`src/rtl/alu32_pkg.sv`:
```
`default_nettype none
// ============================================================================
// Module      : alu32_pkg
// Description : Shared opcode and width constants for the 32-bit ALU.
// Revision    : 1.0 - initial release
// ============================================================================
package alu32_pkg;

  localparam int ALU_WIDTH = 32;

  localparam logic [2:0] ALU_ADD = 3'b000;
  localparam logic [2:0] ALU_SUB = 3'b001;
  localparam logic [2:0] ALU_AND = 3'b010;
  localparam logic [2:0] ALU_OR  = 3'b011;
  localparam logic [2:0] ALU_XOR = 3'b100;
  localparam logic [2:0] ALU_NOR = 3'b101;
  localparam logic [2:0] ALU_SLT = 3'b110;
  localparam logic [2:0] ALU_SLL = 3'b111;

endpackage : alu32_pkg
`default_nettype wire

```
`src/rtl/alu32_addsub.sv`:
```
`default_nettype none
// ============================================================================
// Module      : alu32_addsub
// Description : Combinational 32-bit adder/subtractor with carry out.
// Revision    : 1.0 - initial release
// ============================================================================
module alu32_addsub
  import alu32_pkg::*;
(
  input  logic [ALU_WIDTH-1:0] a,
  input  logic [ALU_WIDTH-1:0] b,
  input  logic                 sub,
  output logic [ALU_WIDTH-1:0] sum,
  output logic                 cout
);

  logic [ALU_WIDTH-1:0] w_b_eff;
  logic [ALU_WIDTH:0]   w_full;

  // Subtraction is A + ~B + 1; carry out then means "no borrow".
  assign w_b_eff = sub ? ~b : b;
  assign w_full  = {1'b0, a} + {1'b0, w_b_eff} + {{ALU_WIDTH{1'b0}}, sub};

  assign sum  = w_full[ALU_WIDTH-1:0];
  assign cout = w_full[ALU_WIDTH];

endmodule : alu32_addsub
`default_nettype wire

```
`src/rtl/alu32.sv`:
```
`default_nettype none
// ============================================================================
// Module      : alu32
// Description : Registered 32-bit ALU, eight operations, result + carry flag.
// Revision    : 1.0 - initial release
// ============================================================================
module alu32
  import alu32_pkg::*;
(
  input  logic                 iClk,
  input  logic                 iRst,
  input  logic [ALU_WIDTH-1:0] iA,
  input  logic [ALU_WIDTH-1:0] iB,
  input  logic [2:0]           ctrl,
  output logic [ALU_WIDTH-1:0] out,
  output logic                 oCarry
);

  logic [ALU_WIDTH-1:0] w_sum;
  logic                 w_cout;
  logic                 w_sub;
  logic                 w_slt;
  logic [ALU_WIDTH-1:0] w_result;
  logic                 w_carry;
  logic [ALU_WIDTH-1:0] r_out;
  logic                 r_carry;

  assign w_sub = (ctrl == ALU_SUB);

  alu32_addsub u_addsub (
    .a    (iA),
    .b    (iB),
    .sub  (w_sub),
    .sum  (w_sum),
    .cout (w_cout)
  );

  // True signed compare, immune to the overflow that breaks sign-of-difference.
  assign w_slt = ($signed(iA) < $signed(iB));

  always_comb begin
    w_result = '0;
    w_carry  = 1'b0;
    case (ctrl)
      ALU_ADD: begin
        w_result = w_sum;
        w_carry  = w_cout;
      end
      ALU_SUB: begin
        w_result = w_sum;
        w_carry  = w_cout;
      end
      ALU_AND: w_result = iA & iB;
      ALU_OR:  w_result = iA | iB;
      ALU_XOR: w_result = iA ^ iB;
      ALU_NOR: w_result = ~(iA | iB);
      ALU_SLT: w_result = {{(ALU_WIDTH-1){1'b0}}, w_slt};
      ALU_SLL: w_result = iA << iB[4:0];
      default: begin
        w_result = '0;
        w_carry  = 1'b0;
      end
    endcase
  end

  always_ff @(posedge iClk) begin
    if (iRst) begin
      r_out   <= '0;
      r_carry <= 1'b0;
    end else begin
      r_out   <= w_result;
      r_carry <= w_carry;
    end
  end

  assign out    = r_out;
  assign oCarry = r_carry;

endmodule : alu32
`default_nettype wire

```
`config.mk`:
```
export PLATFORM = sky130hd
export DESIGN_NAME = alu32
export DESIGN_NICKNAME = d
export VERILOG_FILES = /design/src/rtl/alu32_pkg.sv /design/src/rtl/alu32_addsub.sv /design/src/rtl/alu32.sv
export SDC_FILE = /design/constraint.sdc
export NUM_CORES = 1
export LEC_CHECK = 0
export BUFFER_PORTS_ARGS = -buffer_cell sky130_fd_sc_hd__buf_2
export CAP_MARGIN = 20
export CELL_PAD_IN_SITES_DETAIL_PLACEMENT = 0
export CELL_PAD_IN_SITES_GLOBAL_PLACEMENT = 1
export CORE_ASPECT_RATIO = 1.2
export CORE_MARGIN = 2
export CORE_UTILIZATION = 44
export CTS_CLUSTER_DIAMETER = 120
export DETAILED_ROUTE_END_ITERATION = 8
export PLACE_DENSITY = 0.82
export SLEW_MARGIN = 0
export SYNTH_ARGS = -nofsm -noshare
export SYNTH_HDL_FRONTEND = slang
export SYNTH_SLANG_ARGS = --single-unit
```
`constraint.sdc`:
```
create_clock -name iClk -period 4.45 [get_ports iClk]
set_input_delay 0.2225 -clock iClk [delete_from_list [all_inputs] [get_ports iClk]]
set_output_delay 0.2225 -clock iClk [all_outputs]
set_load 0.05 [all_outputs]
```
==> flow_metrics.tcl, run 1 <==
set metrics [dict create \
    fin_setup_tns_ps 0 \
    power.combinational.fraction 0.565 \
    drt-pass1-iter-count 5 \
    timing.fmax_mhz 288 \
    cp-end-kind "register" \
    worstMarginPinSlew_ps 869 \
    seq_area_frac_synth 0.0918 \
    outcome "completed" \
    worst-endpoint-required_ps 4660 \
    worst_setup_hold_path_clk_slew_ps 70 \
    globalRoute.totalOverflow 0 \
    rows 51 \
    setup_viol_count_final 0 \
    detail_route.wl_per_cell_um 20.1 \
    post_cts_hold_buffers 0 \
    p_switching_uw 847 \
    switching_share 0.450 \
    synth_warnings 0 \
    detail_route.drc_violations 0 \
    commonest_non_fill_non_tap_cell_in_the_layout "sky130_fd_sc_hd__ha_1" \
    wire_length_of_the_first_global_routing_pass_um 37100 \
    synth-edff-count 0 \
    critical_path.max_fanout 18 \
    dp_area_mm2 0.00785 \
    cts_tree "done" \
    async_reset_ff_frac 0 \
    hold-worst-slack_ps 409 \
    postRouteAntennaNets 0 \
    via_count_of_the_first_global_routing_pass 6767 \
    drt_wl_total_um 24500 \
    powerDensity_mw_per_mm2 234 \
    synth_top_flop_cell "sky130_fd_sc_hd__dfxtp_1" \
    post-cts-setup-buffer-count 0 \
    synth.top_cell.area_share 0.223 \
    syn-instance-count 938 \
    synthDominantAreaCellType "sky130_fd_sc_hd__ha_1" \
    worst_setup_path_start_kind "primary input" \
    final.setup.worst_slack_ps 979 \
    yosys.cell_types.count 66 \
    final-hold-violation-count 0 \
    rsz0062_at_grt "false" \
    global_route.usage.total 0.277 \
    postSynthNetCount 1136 \
    holdCritPathClass "in2reg" \
    final_cell_mix "sky130_fd_sc_hd__ha_1 (128), sky130_fd_sc_hd__buf_2 (101), sky130_fd_sc_hd__inv_1 (83)" \
    max_slew_margin 0.420 \
    max-vdd-ir-drop_v 0.000135 \
    ctsHtreeMaxLevel 2 \
    drtIter0Drc 496 \
    synth.avg_cell_area_um2 7.67 \
    placedCellCount 1208 \
    tritoncts.num_buffers 5 \
    die-height_um 144 \
    cts_repair_resize_count 0 \
    final_area_mm2 0.00804 \
    layout.cells.non_filler 1216 \
    vias_per_cell 5.87 \
    intPower_mw 1.04 \
    layout_min_cycle_time_ps 3470 \
    initial_standard_cell_utilization_of_the_core 0.446 \
    detailroute.via_count 7141 \
    totalPowerFinal_mw 1.88 \
    drv.max_cap_violation_count 0 \
    finalCritPeriodShare 0.780 \
    clockRootBuffer "sky130_fd_sc_hd__clkbuf_16" \
    power_frac_clock 0.258 \
    post_place_worst_slack_ps 724 \
    maximum_clock_insertion_buffer_count 2 \
    die-width_um 121 \
    num-fill-cells 1645 \
    critical_path_arrival_ps 3680 \
    fp.coreArea_mm2 0.0161 \
    maximum_number_of_pins_on_one_net_before_global_route_repair 77 \
    antenna_found_initial 0 \
    place.port_buffers 101 \
    syn-cell-area_mm2 0.00719 \
    area_growth_syn_to_layout_pct 11.8 \
    clock_tree_sinks 33 \
    insertedDiodeCount 0 \
    yosys-top-cells-area "sky130_fd_sc_hd__ha_1 (22%), sky130_fd_sc_hd__dfxtp_1 (9.2%), sky130_fd_sc_hd__mux2i_1 (6.5%)" \
    slew_violations 0 \
    floorplan.io_pins 102 \
    detailedPlacementHpwl_um 19100 \
    post_route_cells_drive_above_1_share 0.165 \
    critPathKind "in2reg" \
    ys_seq_elements 33 \
    gp_congestion 0.999 \
    static-leakage-power_nw 3.79 \
    die_area_mm2 0.0174 \
    finalNetCount 1201 \
    seq_power_share 0.177 \
    finish.utilization 0.498 \
]
## critical path: stages
cell and delay (ps):
sky130_fd_sc_hd__buf_2 110, sky130_fd_sc_hd__nor2_2 120, sky130_fd_sc_hd__and2_2 520, sky130_fd_sc_hd__xnor2_1 200, sky130_fd_sc_hd__fa_1 450, sky130_fd_sc_hd__a21oi_1 260
sky130_fd_sc_hd__o22a_1 210, sky130_fd_sc_hd__a21oi_1 140, sky130_fd_sc_hd__o211ai_1 360, sky130_fd_sc_hd__a21oi_1 210, sky130_fd_sc_hd__o221ai_1 300, sky130_fd_sc_hd__nor4bb_1 290
sky130_fd_sc_hd__o21ai_0 120, sky130_fd_sc_hd__a41oi_1 160
## cell type report
class                      instances  area, µm²  share of cell area
sequential                        33        661              0.0821
clock buffer                       5        125              0.0156
clock inverter                     3       65.1             0.00809
timing repair buffer             117        626              0.0778
multi-input combinational        762       5990               0.744
inverter                          84        315              0.0392
tap                              212        265              0.0330
## power by group through the flow
stage               sequential, mW  clock (mW)  combinational [mW]
detailed placement           0.340           0                1.05
finish                       0.333       0.486                1.06
floorplan                    0.447           0               0.654
global placement             0.341           0                1.05
global route                 0.336       0.498                1.15
CTS                          0.334       0.493                1.06
## Yosys cell counts (2+ instances only)
cell	n
sky130_fd_sc_hd__a211o_1	4
sky130_fd_sc_hd__a211oi_1	21
sky130_fd_sc_hd__a211oi_2	2
sky130_fd_sc_hd__a21boi_0	3
sky130_fd_sc_hd__a21o_1	7
sky130_fd_sc_hd__a21oi_1	70
sky130_fd_sc_hd__a221o_1	11
sky130_fd_sc_hd__a221oi_1	22
sky130_fd_sc_hd__a22oi_1	2
sky130_fd_sc_hd__a31oi_1	14
sky130_fd_sc_hd__and2_1	3
sky130_fd_sc_hd__and3_1	6
sky130_fd_sc_hd__buf_1	12
sky130_fd_sc_hd__buf_2	4
sky130_fd_sc_hd__clkbuf_1	42
sky130_fd_sc_hd__dfxtp_1	33
sky130_fd_sc_hd__ha_1	128
sky130_fd_sc_hd__inv_1	83
sky130_fd_sc_hd__mux2_2	4
sky130_fd_sc_hd__mux2i_1	47
sky130_fd_sc_hd__mux4_2	18
sky130_fd_sc_hd__nand2_1	82
sky130_fd_sc_hd__nand2b_1	22
sky130_fd_sc_hd__nand3_1	13
sky130_fd_sc_hd__nand4_1	3
sky130_fd_sc_hd__nor2_1	61
sky130_fd_sc_hd__nor3_1	19
sky130_fd_sc_hd__nor3b_2	2
sky130_fd_sc_hd__nor4_1	5
sky130_fd_sc_hd__o211a_1	3
sky130_fd_sc_hd__o211ai_1	4
sky130_fd_sc_hd__o21a_1	10
sky130_fd_sc_hd__o21ai_0	51
sky130_fd_sc_hd__o21ai_1	3
sky130_fd_sc_hd__o21ai_2	3
sky130_fd_sc_hd__o21bai_1	7
sky130_fd_sc_hd__o221ai_1	5
sky130_fd_sc_hd__o22ai_1	19
sky130_fd_sc_hd__o31a_1	3
sky130_fd_sc_hd__o32ai_1	2
sky130_fd_sc_hd__or2_2	3
sky130_fd_sc_hd__or3_1	4
sky130_fd_sc_hd__xnor2_1	42
sky130_fd_sc_hd__xor2_1	14
## final timing paths
kind | from | to | slack [ps] | cells after the start
hold / removal | iB[9] | out[9]$_SDFF_PP0_ | 410 | 4
setup / recovery | ctrl[1] | out[30]$_SDFF_PP0_ | 980 | 14
## kinds of logic (layout without fill, tap and decap cells)
| logic type | Yosys count | in the layout | share of synthesized area |
|---|---|---|---|
| AO/OA/AOI/OAI | 278 | 278 | 0.262 |
| XOR/XNOR | 56 | 56 | 0.0682 |
| adder cells (fa/ha/maj) | 129 | 129 | 0.225 |
| buffers and inverters | 143 | 209 | 0.0764 |
| flip-flops | 33 | 33 | 0.0918 |
| multiplexers | 69 | 69 | 0.128 |
| AND/OR/NAND/NOR | 230 | 230 | 0.149 |
## sequential cells by signal (all words and copies together) (netlist names)
signal and flops:
out 32, oCarry 1
## routing by layer
layer	part of all wire	global-route usage
met3	0.055	0.0288
met4	0.052	0.140
met5	0	0
met1	0.41	0.337
met2	0.48	0.485
No activity file was read; power rests on OpenSTA's default activity.
==> inputs of run 2 (changes only) <==
CORE_UTILIZATION = 40   (was 44)
PLACE_DENSITY = 0.78   (was 0.82)
clock period = 2.95 ns   (was 4.45 ns; I/O delays follow)
==> flow_metrics.tcl, run 2 (synthesized netlist as in run 1, its figures left out) <==
set metrics [dict create \
    via_count_of_the_first_global_routing_pass 7269 \
    rsz0062_at_grt "true" \
    global_route.usage.total 0.261 \
    die_area_mm2 0.0191 \
    drt_wl_total_um 25500 \
    final_cell_mix "sky130_fd_sc_hd__ha_1 (128), sky130_fd_sc_hd__buf_2 (101), sky130_fd_sc_hd__buf_4 (91)" \
    clockRootBuffer "sky130_fd_sc_hd__clkbuf_16" \
    timing.fmax_mhz 356 \
    initial_standard_cell_utilization_of_the_core 0.409 \
    worstMarginPinSlew_ps 790 \
    cp-end-kind "register" \
    layout_min_cycle_time_ps 2810 \
    worst_setup_path_start_kind "primary input" \
    finalNetCount 1279 \
    outcome "completed" \
    rows 53 \
    slew_violations 0 \
    switching_share 0.460 \
    detailroute.via_count 7604 \
    max_slew_margin 0.469 \
    globalRoute.totalOverflow 0 \
    holdCritPathClass "in2reg" \
    ctsHtreeMaxLevel 2 \
    antenna_found_initial 0 \
    detailedPlacementHpwl_um 20100 \
    worst_setup_hold_path_clk_slew_ps 70 \
    static-leakage-power_nw 4.17 \
    worst-endpoint-required_ps 3170 \
    power_frac_clock 0.190 \
    fin_setup_tns_ps 0 \
    seq_power_share 0.177 \
    final_area_mm2 0.00871 \
    wire_length_of_the_first_global_routing_pass_um 39200 \
    die-height_um 151 \
    critPathKind "in2reg" \
    cts_tree "done" \
    maximum_number_of_pins_on_one_net_before_global_route_repair 46 \
    powerDensity_mw_per_mm2 326 \
    layout.cells.non_filler 1302 \
    vias_per_cell 5.84 \
    critical_path.max_stage_delay_ps 410 \
    area_growth_syn_to_layout_pct 21.2 \
    place.port_buffers 101 \
    detail_route.drc_violations 0 \
    totalPowerFinal_mw 2.84 \
    post_route_cells_drive_above_1_share 0.237 \
    postRouteAntennaNets 0 \
    max-vdd-ir-drop_v 0.000206 \
    gp_congestion 0.980 \
    die-width_um 126 \
    floorplan.io_pins 102 \
    holdPathStages 2 \
    drt-pass1-iter-count 6 \
    hold-worst-slack_ps 349 \
    insertedDiodeCount 0 \
    finish.utilization 0.496 \
    critical_path.max_fanout 14 \
    detail_route.wl_per_cell_um 19.6 \
    drv.max_cap_violation_count 0 \
    clock_tree_sinks 33 \
    dp_area_mm2 0.00854 \
    placedCellCount 1292 \
    fp.coreArea_mm2 0.0176 \
    power.combinational.fraction 0.633 \
    commonest_non_fill_non_tap_cell_in_the_layout "sky130_fd_sc_hd__ha_1" \
    post_place_worst_slack_ps -184 \
    setup_viol_count_final 0 \
    intPower_mw 1.54 \
    final-hold-violation-count 0 \
    drtIter0Drc 713 \
    finalCritPeriodShare 0.953 \
    tritoncts.num_buffers 5 \
    maximum_clock_insertion_buffer_count 2 \
    timing.critical_path.cells "buf_2 -> nor2_4 -> and2_4 -> buf_12 -> xnor2_1 -> ha_1 -> nand4_1 -> o22a_1 -> a21oi_1 -> o211ai_1 -> a21oi_2 -> o221ai_2 -> nor4bb_1 -> o21ai_0 -> a41oi_1" \
    p_switching_mw 1.31 \
    critical_path_arrival_ps 3030 \
    final.setup.worst_slack_ps 140 \
    cp_slowest_cell "sky130_fd_sc_hd__o211ai_1" \
    largest_register_ff_count 32 \
]
[run 2: final timing paths]
path	slack [ps]	start	endpoint
worst max-delay path	140	ctrl[2]	out[30]$_SDFF_PP0_
worst min-delay path	350	iRst	out[13]$_SDFF_PP0_
[run 2: power by group through the flow]
stage | sequential (mW) | clock (mW) | combinational (mW)
2_1_floorplan | 0.674 | 0 | 1.02
3_3_place_gp | 0.512 | 0 | 1.76
3_5_place_dp | 0.513 | 0 | 1.76
4_1_cts | 0.503 | 0.553 | 1.77
5_1_grt | 0.506 | 0.566 | 1.95
6_report | 0.502 | 0.540 | 1.80
[run 2: timing repair]
action,CTS,global route
gates resized for setup,0,3
endpoints found under the setup margin,0,3
hold buffers,0,0
buffers inserted,0,2
[run 2: area by class of cell]
cell class	instances	area, µm²
clock inverter	3	17.5
sequential	33	661
tap	220	275
timing repair buffer	195	1250
clock buffer	5	125
multi-input combinational	762	6070
inverter	84	315
fill	1784	8860
[run 2: layer usage]
metal / wire, µm / global-route usage
met1: 11700 / 0.359
met2: 11700 / 0.436
met3: 1710 / 0.0321
met4: 437 / 0.0643
met5: 0 / 0
[run 2: critical path: cells and delay by family]
family          cells  cell delay, ps
compound gates      7            1400
xor+xnor            1             130
fa+ha+maj           1             290
buf+inv             2             300
simple gates        4             760
